### src/rtl/dump_cntrl.sv
// dump_cntrl: streams ENTRIES capture-RAM samples, oldest first, to the UART.
// Define DUMP_CHKSUM_EN to append a two's-complement checksum byte.
module dump_cntrl #(
    parameter int ENTRIES = 384,
    parameter int LOG2    = 9
) (
    input  logic            clk,
    input  logic            rst_n,
    input  logic            dump_en,
    input  logic            capture_done,
    input  logic [LOG2-1:0] wr_ptr,
    input  logic [7:0]      rdata,
    input  logic            tx_done,
    output logic            re,
    output logic [LOG2-1:0] raddr,
    output logic [7:0]      tx_data,
    output logic            trmt,
    output logic            busy,
    output logic            dump_done
);

`ifdef DUMP_CHKSUM_EN
    typedef enum logic [2:0] {
        IDLE, READ, LOAD, XMIT, WAIT_TX, CKSUM, DONE
    } state_t;
`else
    typedef enum logic [2:0] {
        IDLE, READ, LOAD, XMIT, WAIT_TX, DONE
    } state_t;
`endif

    localparam logic [LOG2:0]   LP_N    = (LOG2+1)'(ENTRIES);
    localparam logic [LOG2-1:0] LP_LAST = LOG2'(ENTRIES-1);

    state_t          r_state;
    logic [LOG2:0]   r_cnt;
    logic [LOG2-1:0] r_raddr;
    logic [7:0]      r_tx_data;
    logic            r_re;
    logic            r_trmt;
    logic            r_busy;
    logic            r_done;
`ifdef DUMP_CHKSUM_EN
    logic [7:0]      r_chk;
`endif

    always_ff @(posedge clk or negedge rst_n) begin
        if (!rst_n) begin
            r_state   <= IDLE;
            r_cnt     <= '0;
            r_raddr   <= '0;
            r_tx_data <= '0;
            r_re      <= 1'b0;
            r_trmt    <= 1'b0;
            r_busy    <= 1'b0;
            r_done    <= 1'b0;
`ifdef DUMP_CHKSUM_EN
            r_chk     <= '0;
`endif
        end else begin
            r_re   <= 1'b0;
            r_trmt <= 1'b0;
            r_done <= 1'b0;
            case (r_state)
                IDLE: begin
                    if (dump_en && capture_done) begin
                        // an out-of-range write pointer restarts at the bottom
                        r_raddr <= ({1'b0, wr_ptr} >= LP_N) ? '0 : wr_ptr;
                        r_cnt   <= '0;
                        r_busy  <= 1'b1;
                        r_re    <= 1'b1;
                        r_state <= READ;
`ifdef DUMP_CHKSUM_EN
                        r_chk   <= '0;
`endif
                    end
                end
                READ: r_state <= LOAD;
                LOAD: begin
                    r_tx_data <= rdata;
                    r_trmt    <= 1'b1;
                    r_state   <= XMIT;
`ifdef DUMP_CHKSUM_EN
                    r_chk     <= r_chk + rdata;
`endif
                end
                XMIT: begin
                    r_cnt   <= r_cnt + 1'b1;
                    r_raddr <= (r_raddr == LP_LAST) ? '0 : r_raddr + 1'b1;
                    r_state <= WAIT_TX;
                end
                WAIT_TX: begin
                    if (tx_done) begin
                        if (r_cnt == LP_N) begin
`ifdef DUMP_CHKSUM_EN
                            r_tx_data <= ~r_chk + 8'd1;
                            r_trmt    <= 1'b1;
                            r_state   <= CKSUM;
`else
                            r_done  <= 1'b1;
                            r_busy  <= 1'b0;
                            r_state <= DONE;
`endif
                        end else begin
                            r_re    <= 1'b1;
                            r_state <= READ;
                        end
                    end
                end
`ifdef DUMP_CHKSUM_EN
                CKSUM: begin
                    // first cycle carries the strobe; completion only after it
                    if (tx_done && !r_trmt) begin
                        r_done  <= 1'b1;
                        r_busy  <= 1'b0;
                        r_state <= DONE;
                    end
                end
`endif
                DONE: r_state <= IDLE;
                default: r_state <= IDLE;
            endcase
        end
    end

    assign re        = r_re;
    assign raddr     = r_raddr;
    assign tx_data   = r_tx_data;
    assign trmt      = r_trmt;
    assign busy      = r_busy;
    assign dump_done = r_done;

endmodule

### config.mk
export PLATFORM = sky130hd
export DESIGN_NAME = dump_cntrl
export DESIGN_NICKNAME = d
export VERILOG_FILES = /design/src/rtl/dump_cntrl.sv
export SDC_FILE = /design/constraint.sdc
export NUM_CORES = 1
export LEC_CHECK = 0
export BUFFER_PORTS_ARGS = -buffer_cell sky130_fd_sc_hd__buf_2
export CORE_UTILIZATION = 25
export DETAILED_ROUTE_END_ITERATION = 8
export PLACE_DENSITY = 0.53
export SLEW_MARGIN = 20
export SYNTH_ARGS = -nofsm -noshare
export SYNTH_HDL_FRONTEND = slang
export SYNTH_SLANG_ARGS = --single-unit
### constraint.sdc
create_clock -name clk -period 2.55 [get_ports clk]
set_clock_uncertainty 0.05 [all_clocks]
set_input_delay 0.1275 -clock clk [delete_from_list [all_inputs] [get_ports clk]]
set_output_delay 0.1275 -clock clk [all_outputs]
set_load 0.02 [all_outputs]
; ---- Word-level counts from Yosys, hierarchy flattened
; Index checks and enable logic that the tools add are counted.
[word_totals]
in_bits = 22
out_inout_bits = 21
wordCells = 49
regBits = 34
[op_classes]
mux = 22
order_cmp = 1
n_addsub = 2
reduce_logical = 7
n_eq_ne = 9
[ops]
columns = op, count
row1 = two-way mux 9 bit, 3
row2 = one-hot mux 10 bit (2 select lines), 1
row3 = one-hot mux 9 bit (2 select lines), 1
row4 = one-hot mux 3 bit (5 select lines), 1
row5 = "adder 10 x 1 -> 10 bit, second input constant", 1
row6 = "== test 10 x 9 -> 1 bit, second input constant", 1
row7 = two-way mux 1 bit, 10
row8 = two-way mux 10 bit, 1
row9 = "adder 9 x 1 -> 9 bit, second input constant", 1
row10 = "== test 9 bit, second input constant", 1
row11 = "greater-or-equal comparator 9 bit, second input constant", 1
row12 = two-way mux 3 bit, 3
row13 = "== test 3 x 2 -> 1 bit, second input constant", 2
row14 = "!= test 2 bit, second input constant", 3
row15 = one-hot mux 1 bit (2 select lines), 2
row16 = AND reduction 2 bit, 2
row17 = AND reduction 4 bit, 1
row18 = nonzero test 2 bit, 2
row19 = "== test 3 x 1 -> 1 bit, second input constant", 1
row20 = "== test 3 bit, second input constant", 1
row21 = logical NOT 3 bit, 1
row22 = logical AND 1 bit, 1

; ---- Logic depth before layout (Yosys ltp)
; Gate-level depths: netlist of the first run.
[depth]
word_depth = 4
mapped_depth = 7
depth_no_buf = 6

; ---- Least setup slack after synthesis of the first run
; No wires, ideal clock.
[synth_timing]
path_kind = flip-flop to flip-flop
from = register r_raddr[0] (netlist: raddr[0])
to = register r_raddr[5] (netlist: raddr[5])
t_required_ns = 2.379
setup_ns = 0.121
arrival_ns = 1.426
path_buffers = 0
synth_period_minus_slack_ns = 1.598
path_slack_ns = 0.952
path_stages_with_launch = 6
path_cell_list = dfrtp_1 > ha_1 > nand3_1 > o41ai_2 > a31oi_1 > o22a_1
[synth_between]
elab_chain_len = 3
word_cells_on_any_way = 4
classes_between = add/sub (1) / eq/ne (1) / mux (2)
[synth_lines]
columns = element, line_no
row1 = start: declaration, 37  ; logic [LOG2-1:0] r_raddr;
row2 = start signal: assignment, 68  ; r_raddr <= ({1'b0, wr_ptr} >= LP_N) ? '0 : wr_ptr;
row3 = start signal: assignment, 89  ; r_raddr <= (r_raddr == LP_LAST) ? '0 : r_raddr + 1'b1;
row4 = adder 9 x 1 -> 9 bit / == test 9 bit (equally long branches), 89
row5 = two-way mux 9 bit (*), 89
row6 = one-hot mux 9 bit (2 select lines) (*), 64  ; case (r_state)
; Mark *: on every way between the ends. The rest lies on a longest branch, timed or not.
; A chain may end at the register's enable or synchronous reset.

; ---- Final worst setup path of the first run
[layout_timing]
from = register r_state[2]
to = register r_cnt[9]
[layout_between]
elab_chain_len = 3
word_cells_on_any_way = 6
classes_between = eq/ne (2) / mux (1) / reduce/logical (3)
[layout_lines]
columns = element, line_no
row1 = start: declaration, 35  ; state_t r_state;
row2 = start signal: assignment, 49  ; r_state <= IDLE;
row3 = start signal: assignment, 72  ; r_state <= READ;
row4 = start signal: assignment, 78  ; READ: r_state <= LOAD;
row5 = == test 3 x 2 -> 1 bit / logical NOT 3 bit (equally long branches), 64
row6 = nonzero test 2 bit (no source line) / != test 2 bit (equally long branches), n/a
row7 = AND reduction 2 bit (no source line), n/a
row8 = end signal: assignment, 88  ; r_cnt <= r_cnt + 1'b1;
row9 = end: declaration, 36  ; logic [LOG2:0] r_cnt;
; Several ways; a longest one is shown, not always the timed one.

==> results of run 1 <==
==> power by group <==
group / switching [mW] / internal (mW) / total (mW)
logic: 0.566 / 0.459 / 1.02
clock network: 0.188 / 0.183 / 0.371
registers: 0.240 / 0.751 / 0.991
total: 0.993 / 1.39 / 2.39
==> placed cells by master (no fill, tap or decap), types with 3 or more instances in the layout <==
cell      instances
buf_4             3
buf_2            42
nand2b_1          3
nand2_1          16
inv_1             3
nor2_1           12
nand3_1          10
dfrtp_1          34
a21oi_1           7
ha_1              3
mux2_2            8
clkbuf_8          5
o31ai_1           3
mux2i_1           6
o21ai_0           3
a31oi_1           3
a211oi_1          3
==> kinds of logic (layout without fill, tap and decap cells) <==
group / after synthesis / count (layout) / share of synthesized area
and+or+nand+nor: 59 / 59 / 0.1875
AOI/OAI and AO/OA: 37 / 37 / 0.1555
DFF: 34 / 34 / 0.4942
muxes: 14 / 14 / 0.08721
buffers and inverters: 11 / 56 / 0.03852
adders and majority gates: 3 / 3 / 0.02180
xor gates and xnor gates: 3 / 3 / 0.01526
==> critical path, cell delays in order (launching register included) <==
cell	delay [ns]
dfrtp_1	0.53
and3b_1	0.64
nand4_1	0.27
o211ai_1	0.22
o31ai_1	0.09
==> per-layer routing <==
layer | vias up | share of wire
met1 | 714 | 0.47
met2 | 25 | 0.49
met3 | 5 | 0.025
met5 | - | 0
met4 | 0 | 0.020
li1 | 682 | -
==> final timing paths <==
path | endpoint | startpoint | cells after the start | slack, ns
max | r_cnt[9] | r_state[2] | 4 | 0.63
min reg2reg | busy | busy | 2 | 0.44
min in group asynchronous | tx_data[4] | rst_n | 2 | 0.42
max in group asynchronous | raddr[1] | rst_n | 2 | 1.54
max reg2reg | r_cnt[9] | r_state[2] | 4 | 0.63
min | tx_data[7] | rdata[7] | 2 | 0.02
==> what timing repair did <==
| item | 4_1_cts | 5_1_grt |
|---|---|---|
| endpoints found under the hold margin | 34 | 0 |
| endpoints found under the setup margin | 0 | 0 |
| hold buffers | 1 | 0 |
==> stage by stage <==
step	hold WS, ns	setup slack, ns	util	instances	power [mW]
global placement	0.2091	0.6656	0.3073	275	2.022
CTS	0.01092	0.5742	0.3209	283	2.423
detailed placement	0.2056	0.5909	0.3073	275	2.031
finish	0.02174	0.6280	0.3209	283	2.386
floorplan	-0.2181	0.9524	-	161	1.723
global route	0.01038	0.4796	0.3209	283	2.580
==> flip-flops by register name, summed over array words and instances (netlist names) <==
name       flops
r_state        3
r_cnt         10
trmt           1
busy           1
tx_data        8
dump_done      1
re             1
raddr          9
==> cell type report <==
| class | instances | area share |
|---|---|---|
| inverters | 3 | 0.005402 |
| clock inverters | 2 | 0.004802 |
| multi-input cells | 116 | 0.3860 |
| well taps | 77 | 0.04622 |
| clock buffers | 5 | 0.03301 |
| repair buffers | 46 | 0.1164 |
| flip-flops and latches | 34 | 0.4082 |
==> reports/results.txt, run 1 <==
DPL Wire Length: 2850 microns
Post-Syn Instances: 161
Fin crit share: 0.7537
Layout area overhead: 21.08%
Predominant post-synthesis flop cell: dfrtp_1
Grt total ovfl: 0
Netlist cell types: 48
Post-synth top cells: dfrtp_1, nand2_1, nor2_1, nand3_1, mux2_2
Setup crit end kind: flop
Min Clock Period, post-route: 1.922 ns
Router iterations before antenna repair: 4
Vias per cell: 5.039
Critical Path RT: 2.67 ns
Lkg Pwr: 0.9513 nW
Final Hold Vio Count: 0
Hold/Removal Path Class: primary input to flop
Placer Congestion: 0.7393
Largest net degree at the start of global routing: 35
Clk buf depth: 2
Critical Path Start Type: flop
GR Util met3: 0.02724
Syn Std Cell Area: 0.001722 sq mm
Ys async rst share: 1.000
Register area: 850.8 sq um
# port buffers: 42
GR peak layer: met2
Critical Path Fanout Max: 15
# H-tree levels: 2
Iteration-0 DRC Markers: 50
Post-CTS setup buffers: 0
WL/cell: 14.03 microns
Area share of the largest cell type after synthesis: 0.4942
Initial antenna violation count: 0
GRT met1 Usage: 0.1519
Vias: 1426
Crit path DAT: 2.04 ns
Syn_area_per_cell: 10.69 sq um
# DRC: 0
Top-count cell post-synth: dfrtp_1
CTS tree: built
Chip height: 84.99 microns
Yosys reg bits: 34
Tightest Pin Transition: 0.7811 ns
Synth warn: 0
Relative slew slack: 0.4793
Final setup viols: 0
Core area: 0.006495 sq mm
Root buffer cell: clkbuf_8
Full die area: 0.007222 sq mm
Number of flops mapped to enable cells by yosys: 0
Post_cts resized: 0
Routed wire length: 3971 microns
Vias in the first global route: 1409
Mapped Nets: 186
RSZ-0062 raised after global routing: false
# rows: 29
Share of cells above drive strength 1: 0.3204
Design area: 0.002085 sq mm
# IOs: 43
Clk slew on worst S/H paths: 0.07 ns
P per Cell Area: 1145 mW/mm^2
Diodes inserted: 0
Clock sink total: 34
Setup tns final: 0 ns
Met2 GRT Util: 0.1957
NumNets Final: 231
Max-cap violations: 0
Kind of critical path: flop to flop
Multi-input logic area: 804.5 sq um
First-pass GRT wire length: 6755 microns
Dpl cell area: 0.001996 sq mm
Total CTS buffers: 5
Skew-Pair Late Insertion Delay: 0.28 ns
Fmax achieved: 0.5203 GHz
Worst VDD drop: 0.0003281 V
Global Route Usage Sum: 0.1207
Antenna viol nets, final: 0
Status: finished, final reports clean
Synth top area cells: dfrtp_1, mux2_2, mux2i_1
# fillers: 659
Initial Util: 0.2651
Cell taking the most area after synthesis: dfrtp_1
Die width: 84.99 microns
Sequential element share of the synthesized area: 0.4942
Max-slew violations: 0
Note: power is estimated with default switching activity, not from simulation.
==> inputs of run 2 (changes only) <==
--- a/config.mk
+++ b/config.mk
@@ -5,10 +5,11 @@
 export SDC_FILE = /design/constraint.sdc
 export NUM_CORES = 1
 export LEC_CHECK = 0
+export ABC_AREA = 1
 export BUFFER_PORTS_ARGS = -buffer_cell sky130_fd_sc_hd__buf_2
 export CORE_UTILIZATION = 25
 export DETAILED_ROUTE_END_ITERATION = 8
-export PLACE_DENSITY = 0.53
+export PLACE_DENSITY = 0.52
 export SLEW_MARGIN = 20
 export SYNTH_ARGS = -nofsm -noshare
 export SYNTH_HDL_FRONTEND = slang
==> constraint.sdc (replaced) <==
create_clock -name clk -period 1.9 [get_ports clk]
set_clock_uncertainty 0.05 [all_clocks]
set_input_delay 0.095 -clock clk [delete_from_list [all_inputs] [get_ports clk]]
set_output_delay 0.095 -clock clk [all_outputs]
set_load 0.02 [all_outputs]
==> run 2 against run 1 <==
Register-to-register slack lost 0.23 ns. Utilization grew 1.4 points. Clock power grew 54%. Hold slack gained 0.0080 ns. Design area grew 12%.
==> reports/results.txt, run 2 <==
Clock power frac: 0.156 (was 0.155)
Setup crit end kind: flop (unchanged)
Status: finished, final reports clean (unchanged)
DPL Wire Length: 3167 microns (was 2850 microns)
# DRC: 0 (unchanged)
Synth top area cells: dfrtp_1, nand2_1, nor2_1 (was dfrtp_1, mux2_2, mux2i_1)
Seq pwr share: 0.362 (was 0.415)
Post-Syn Instances: 245 (was 161)
RSZ-0062 raised after global routing: false (unchanged)
Initial antenna violation count: 0 (unchanged)
Fin crit share: 0.7892 (was 0.7537)
Sequential element share of the synthesized area: 0.4626 (was 0.4942)
Routed wire length: 4362 microns (was 3971 microns)
Syn Std Cell Area: 0.001839 sq mm (was 0.001722 sq mm)
CTS tree: built (unchanged)
Max-slew violations: 0 (unchanged)
Relative slew slack: 0.4865 (was 0.4793)
Synth Area in Adders: 0.02041 (was 0.02180)
Yosys reg bits: 34 (unchanged)
Largest net degree at the start of global routing: 35 (unchanged)
Post-synthesis xor/xnor area fraction: 0 (was 0.01526)
Psw: 1.740 mW (was 993.2 uW)
Predominant post-synthesis flop cell: dfrtp_1 (unchanged)
# rows: 30 (was 29)
Final Hold Vio Count: 0 (unchanged)
Fmax achieved: 0.6669 GHz (was 0.5203 GHz)
Die width: 87.78 microns (was 84.99 microns)
Kind of critical path: flop to flop (unchanged)
Min Clock Period, post-route: 1.500 ns (was 1.922 ns)
Layout area overhead: 26.39% (was 21.08%)
Max-cap violations: 0 (unchanged)
Clock sink total: 34 (unchanged)
P_int: 1.928 mW (was 1.393 mW)
Vias in the first global route: 1710 (was 1409)
Post-synth top cells: nand2_1, nor2_1, dfrtp_1, inv_1, nand3_1 (was dfrtp_1, nand2_1, nor2_1, nand3_1, mux2_2)
Combinational fraction of design power: 0.482 (was 0.429)
Post-synthesis mux area share: 0 (was 0.08721)
Mapped Nets: 270 (was 186)
Largest family of logic cells by synthesized area: simple AND/OR/NAND/NOR gates (unchanged)
Iteration-0 DRC Markers: 75 (was 50)
Biggest register: r_cnt (unchanged)
Lkg Pwr: 1.208 nW (was 0.9513 nW)
P per Cell Area: 1578 mW/mm^2 (was 1145 mW/mm^2)
Vias per cell: 4.330 (was 5.039)
Final setup viols: 0 (unchanged)
Global Route Usage Sum: 0.1310 (was 0.1207)
Clk buf depth: 2 (unchanged)
Grt total ovfl: 0 (unchanged)
Diodes inserted: 0 (unchanged)
Syn_area_per_cell: 7.507 sq um (was 10.69 sq um)
Simple-gate share of the synthesized area: 0.3299 (was 0.1875)
WL/cell: 10.99 microns (was 14.03 microns)
Netlist cell types: 30 (was 48)
Leading cell type in the layout, fill and taps excluded: nand2_1 (was buf_2)
Tightest Pin Transition: 0.7702 ns (was 0.7811 ns)
Most frequent cells in the layout: nand2_1, buf_2, nor2_1, dfrtp_1, inv_1 (was buf_2, dfrtp_1, nand2_1, nor2_1, nand3_1)
Critical Path Start Type: flop (unchanged)
Top-count cell post-synth: nand2_1 (was dfrtp_1)
Core area: 0.006944 sq mm (was 0.006495 sq mm)
# fillers: 743 (was 659)
Vias: 1719 (was 1426)
Area share of the largest cell type after synthesis: 0.4626 (was 0.4942)
Hold Path Stages: 3 (was 2)
Number of flops mapped to enable cells by yosys: 0 (unchanged)
Max reg flops: 10 (unchanged)
Depth of the worst register-to-register path: 8 (was 4)
Core Util, Final: 0.3348 (was 0.3209)
Router iterations before antenna repair: 4 (unchanged)
Root buffer cell: clkbuf_8 (unchanged)
Placer Congestion: 0.8489 (was 0.7393)
Crit path DAT: 1.63 ns (was 2.04 ns)
Critical Path RT: 2.03 ns (was 2.67 ns)
Sw Ratio: 0.4744 (was 0.4163)
Cell taking the most area after synthesis: dfrtp_1 (unchanged)
Total power: 3.668 mW (was 2.386 mW)
Full die area: 0.007704 sq mm (was 0.007222 sq mm)
# H-tree levels: 2 (unchanged)
Hold/Removal Path Class: primary input to flop (unchanged)
First-pass GRT wire length: 7879 microns (was 6755 microns)
# port buffers: 42 (unchanged)
Compound-Gate Fraction of Synth Area: 0.09524 (was 0.1555)
Clk slew on worst S/H paths: 0.07 ns (about the same)
Total CTS buffers: 5 (unchanged)
Chip height: 87.78 microns (was 84.99 microns)
Ys async rst share: 1.000 (unchanged)
Initial Util: 0.2649 (was 0.2651)
Skew-Pair Late Insertion Delay: 0.29 ns (was 0.28 ns)
Critical Path Fanout Max: 5 (was 15)
Antenna viol nets, final: 0 (unchanged)
Synth warn: 0 (unchanged)
Share of cells above drive strength 1: 0.2093 (was 0.3204)
NumNets Final: 325 (was 231)
Setup tns final: 0 ns (unchanged)
# IOs: 43 (unchanged)
Worst VDD drop: 0.0004022 V (was 0.0003281 V)
[run 2: cell count changes after synthesis, moves of 5 or more]
cell	before	now
buf_2	5	0
inv_1	3	29
mux2_2	8	0
mux2i_1	6	0
nand2_1	16	73
nand3_1	10	17
nor2_1	12	36
o21ai_1	1	10
[run 2: final timing paths]
kind | from | to | slack (ns)
max | raddr[0] | raddr[5] | 0.40
min | wr_ptr[2] | raddr[2] | 0.03
max reg2reg | raddr[0] | raddr[5] | 0.40
min reg2reg | tx_data[5] | tx_data[5] | 0.42
max in group asynchronous | rst_n | r_cnt[6] | 0.95
min in group asynchronous | rst_n | r_state[1] | 0.37
[run 2: metal layers]
metal,GRT usage,vias to the layer above,routed length [microns]
met2,0.2121,47,1860
met1,0.1645,781,2214
met3,0.03582,5,240
met5,0,-,0
met4,0.05365,0,46
li1,-,886,-
[run 2: worst max-delay path, stage by stage (launching register included)]
cell and delay, ns:
dfrtp_1 0.41, ha_1 0.18, nand2_1 0.09, nor2_1 0.22, nand3_1 0.13, nand2_1 0.11
nor2_1 0.06, nor2_1 0.09, nor2_1 0.05
[run 2: cell type report]
class | instances | area, sq um | area share
clock buffers | 6 | 82.58 | 0.03552
clock inverters | 2 | 12.51 | 0.005382
inverters | 34 | 131.4 | 0.05651
multi-input cells | 173 | 819.5 | 0.3525
flip-flops and latches | 34 | 850.8 | 0.3660
well taps | 96 | 120.1 | 0.05167
repair buffers | 52 | 307.8 | 0.1324
[run 2: metrics by stage]
| step | instance area (sq um) | hold slack [ns] | std cells | setup slack (ns) |
|---|---|---|---|---|
| 2_1_floorplan | 1839 | -0.2506 | 245 | 0.4187 |
| 3_3_place_gp | 2140 | 0.1827 | 380 | 0.4282 |
| 3_5_place_dp | 2140 | 0.1828 | 380 | 0.4176 |
| 4_1_cts | 2325 | 0.02274 | 397 | 0.3968 |
| 5_1_grt | 2325 | 0.03143 | 397 | 0.1724 |
| 6_report | 2325 | 0.02971 | 397 | 0.4005 |
[run 2: cells by family (layout without fill, tap and decap cells)]
family | count (synthesis) | count (layout)
adder cells (fa/ha/maj) | 3 | 3
buffers and inverters | 38 | 94
flip-flops | 34 | 34
AO/OA/AOI/OAI | 31 | 31
AND/OR/NAND/NOR | 139 | 139
[run 2: power by group through the flow]
stage	Clock, mW	Sequential (mW)	Combinational (mW)
after global routing	0.620	1.38	2.05
after floorplan	0	1.54	1.09
after CTS	0.590	1.33	1.79
after detailed placement	0	1.34	1.77
after global placement	0	1.34	1.76
final	0.572	1.33	1.77
[run 2: repair_timing]
action	CTS	global route
hold endpoints to repair	42	0
gates resized for setup	0	0
hold buffers	9	0
buffers inserted	0	0
endpoints found under the setup margin	0	0
==> inputs of run 3 (changes only) <==
--- a/config.mk
+++ b/config.mk
@@ -9,7 +9,7 @@
 export BUFFER_PORTS_ARGS = -buffer_cell sky130_fd_sc_hd__buf_2
 export CORE_UTILIZATION = 25
 export DETAILED_ROUTE_END_ITERATION = 8
-export PLACE_DENSITY = 0.52
+export PLACE_DENSITY = 0.54
 export SLEW_MARGIN = 20
 export SYNTH_ARGS = -nofsm -noshare
 export SYNTH_HDL_FRONTEND = slang
==> constraint.sdc (replaced) <==
create_clock -name clk -period 1.3 [get_ports clk]
set_clock_uncertainty 0.05 [all_clocks]
set_input_delay 0.065 -clock clk [delete_from_list [all_inputs] [get_ports clk]]
set_output_delay 0.065 -clock clk [all_outputs]
set_load 0.02 [all_outputs]
==> run 3 against run 2 <==
The run now ends with negative setup slack left. Wire length rose by 9.6%. Die area is the same. Hold slack worse by 0.019 ns. Register-to-register slack worse by 0.42 ns. Total power rose by 68%. Flip-flop and latch count is the same. Final cell count rose by 5.5%. Critical path type unchanged. Critical endpoint is now raddr[6]. Largest cell class is now multi-input gates. Highest routed layer unchanged.
==> reports/results.txt, run 3 (synthesis gave the netlist of run 2 again) <==
Crit path DAT: 1.48 ns (was 1.63 ns)
Setup crit end kind: flop (unchanged)
Worst reg-to-reg setup slack: -0.02 ns (was 0.40 ns)
Register area: 858.3 sq um (was 850.8 sq um)
Worst VDD drop: 0.0006885 V (was 0.0004022 V)
Diodes inserted: 0 (unchanged)
RSZ-0062 raised after global routing: true (was false)
Antenna viol nets, final: 0 (unchanged)
Status: complete, but fails checks (was finished, final reports clean)
Dpl cell area: 0.002320 sq mm (was 0.002140 sq mm)
Share of cells above drive strength 1: 0.3653 (was 0.2093)
DPL Wire Length: 3301 microns (was 3167 microns)
Min Clock Period, post-route: 1.322 ns (was 1.500 ns)
Lkg Pwr: 1.321 nW (was 1.208 nW)
# port buffers: 42 (unchanged)
Kind of critical path: flop to flop (unchanged)
Max-slew violations: 0 (unchanged)
Inst Count DP: 398 (was 380)
Largest net degree at the start of global routing: 35 (unchanged)
Initial Util: 0.2649 (unchanged)
Core Util, Final: 0.3820 (was 0.3348)
Placer Congestion: 0.8293 (was 0.8489)
Hold_sp: wr_ptr[4] (was wr_ptr[2])
Skew-Pair Late Insertion Delay: 0.28 ns (was 0.29 ns)
Final setup viols: 10 (was 0)
Hold Path Stages: 3 (unchanged)
Clock sink total: 34 (unchanged)
Router iterations before antenna repair: 4 (unchanged)
Max-cap violations: 0 (unchanged)
Vias in the first global route: 1725 (was 1710)
NumNets Final: 347 (was 325)
Relative slew slack: 0.7051 (was 0.4865)
Total power: 6.162 mW (was 3.668 mW)
Hold/Removal Path Class: primary input to flop (unchanged)
First-pass GRT wire length: 7617 microns (was 7879 microns)
P per Cell Area: 2323 mW/mm^2 (was 1578 mW/mm^2)
Worst r2r src: r_state[0] (was raddr[0])
Clk slew on worst S/H paths: 0.07 ns (about the same)
Leading cell type in the layout, fill and taps excluded: nand2_1 (unchanged)
Root buffer cell: clkbuf_8 (unchanged)
Failing checks: negative setup slack
Vias per cell: 4.289 (was 4.330)
Layout area overhead: 44.22% (was 26.39%)
Initial antenna violation count: 0 (unchanged)
Total CTS buffers: 5 (unchanged)
Fin cells: 419 (was 397)
Die width: 87.78 microns (unchanged)
Most frequent cells in the layout: nand2_1, buf_2, nor2_1, dfrtp_1, inv_1 (unchanged)
Core area: 0.006944 sq mm (unchanged)
Final Hold Vio Count: 0 (unchanged)
Critical Path RT: 1.46 ns (was 2.03 ns)
Routed wire length: 4780 microns (was 4362 microns)
Biggest register: r_cnt (unchanged)
Fmax achieved: 0.7566 GHz (was 0.6669 GHz)
# DRC: 0 (unchanged)
CTS tree: built (unchanged)
Worst hold margin: 0.01114 ns (was 0.02971 ns)
Fin crit share: 1.017 (was 0.7892)
# rows: 30 (unchanged)
# H-tree levels: 2 (unchanged)
Max reg flops: 10 (unchanged)
Reg2reg end: raddr[6] (was raddr[5])
# IOs: 43 (unchanged)
Clk buf depth: 2 (unchanged)
PnR worst setup slack: -0.02170 ns (was 0.4005 ns)
Critical Path Fanout Max: 6 (was 5)
Chip height: 87.78 microns (unchanged)
Critical Path Start Type: flop (unchanged)
Iteration-0 DRC Markers: 94 (was 75)
# fillers: 712 (was 743)
Depth of the worst register-to-register path: 7 (was 8)
Global Route Usage Sum: 0.1284 (was 0.1310)
Tightest Pin Transition: 0.4423 ns (was 0.7702 ns)
Vias: 1797 (was 1719)
Design area: 0.002653 sq mm (was 0.002325 sq mm)
Hold Path End: raddr[4] (was raddr[2])
Multi-input logic area: 957.2 sq um (was 819.5 sq um)
WL/cell: 11.41 microns (was 10.99 microns)
Full die area: 0.007704 sq mm (unchanged)
Grt total ovfl: 0 (unchanged)
-- run 3: cell count changes in the layout (fill, tap and decap cells not counted), sizes merged --
cell / delta
inv: +1
clkinv: -1
clkbuf: +1
buf: +22
clkinvlp: -1
-- run 3: stage by stage --
step                setup TNS, ns  worst slack [ns]
CTS                      -0.02664          -0.01332
global placement         -0.07638          -0.02940
floorplan                       0          0.002767
finish                    -0.1071          -0.02170
global route               -1.493           -0.1199
detailed placement        -0.1473          -0.05941
-- run 3: worst max path at each step --
stage,from,end,slack [ns],depth (start not counted)
6_report,r_state[0],raddr[6],-0.02,7
5_1_grt,r_state[0],busy,-0.12,8
4_1_cts,r_state[1],r_cnt[6],-0.01,6
3_5_place_dp,r_cnt[0],r_cnt[8],-0.06,8
3_3_place_gp,r_cnt[0],busy,-0.03,9
2_1_floorplan,raddr[0],raddr[5],0.003,8
-- run 3: power breakdown --
part / total, mW / switching [mW] / internal, mW / leakage [nW]
Clock: 0.807 / 0.379 / 0.428 / 0.0482
Sequential: 1.94 / 0.401 / 1.53 / 0.421
Combinational: 3.42 / 2.03 / 1.39 / 0.852
-- run 3: critical path, cell delays in order (launching register included) --
cell,delay (ns)
dfrtp_1,0.46
nand2_2,0.10
inv_4,0.09
nand2_8,0.08
buf_4,0.15
a21oi_1,0.11
nand2_1,0.06
a21oi_1,0.14
-- run 3: what timing repair did --
item                                    CTS  global route
hold endpoints to repair                 42             0
cloned                                    0             1
pin swaps                                 3            10
endpoints found under the setup margin    7            23
gates resized for setup                  10            29
hold buffers                              9             0
setup buffers                             1             2
-- run 3: cell type report --
cell class / count / area share
repair buffers: 74 / 0.1849
flip-flops and latches: 34 / 0.3236
clock inverters: 1 / 0.001887
clock buffers: 7 / 0.03255
well taps: 96 / 0.04528
inverters: 34 / 0.05094
multi-input cells: 173 / 0.3608
-- run 3: per-layer routing --
| layer | share of wire | global-route usage |
|---|---|---|
| met1 | 0.49 | 0.1634 |
| met2 | 0.46 | 0.2171 |
| met3 | 0.046 | 0.03299 |
| met4 | 0.0073 | 0.03130 |
| met5 | 0 | 0 |
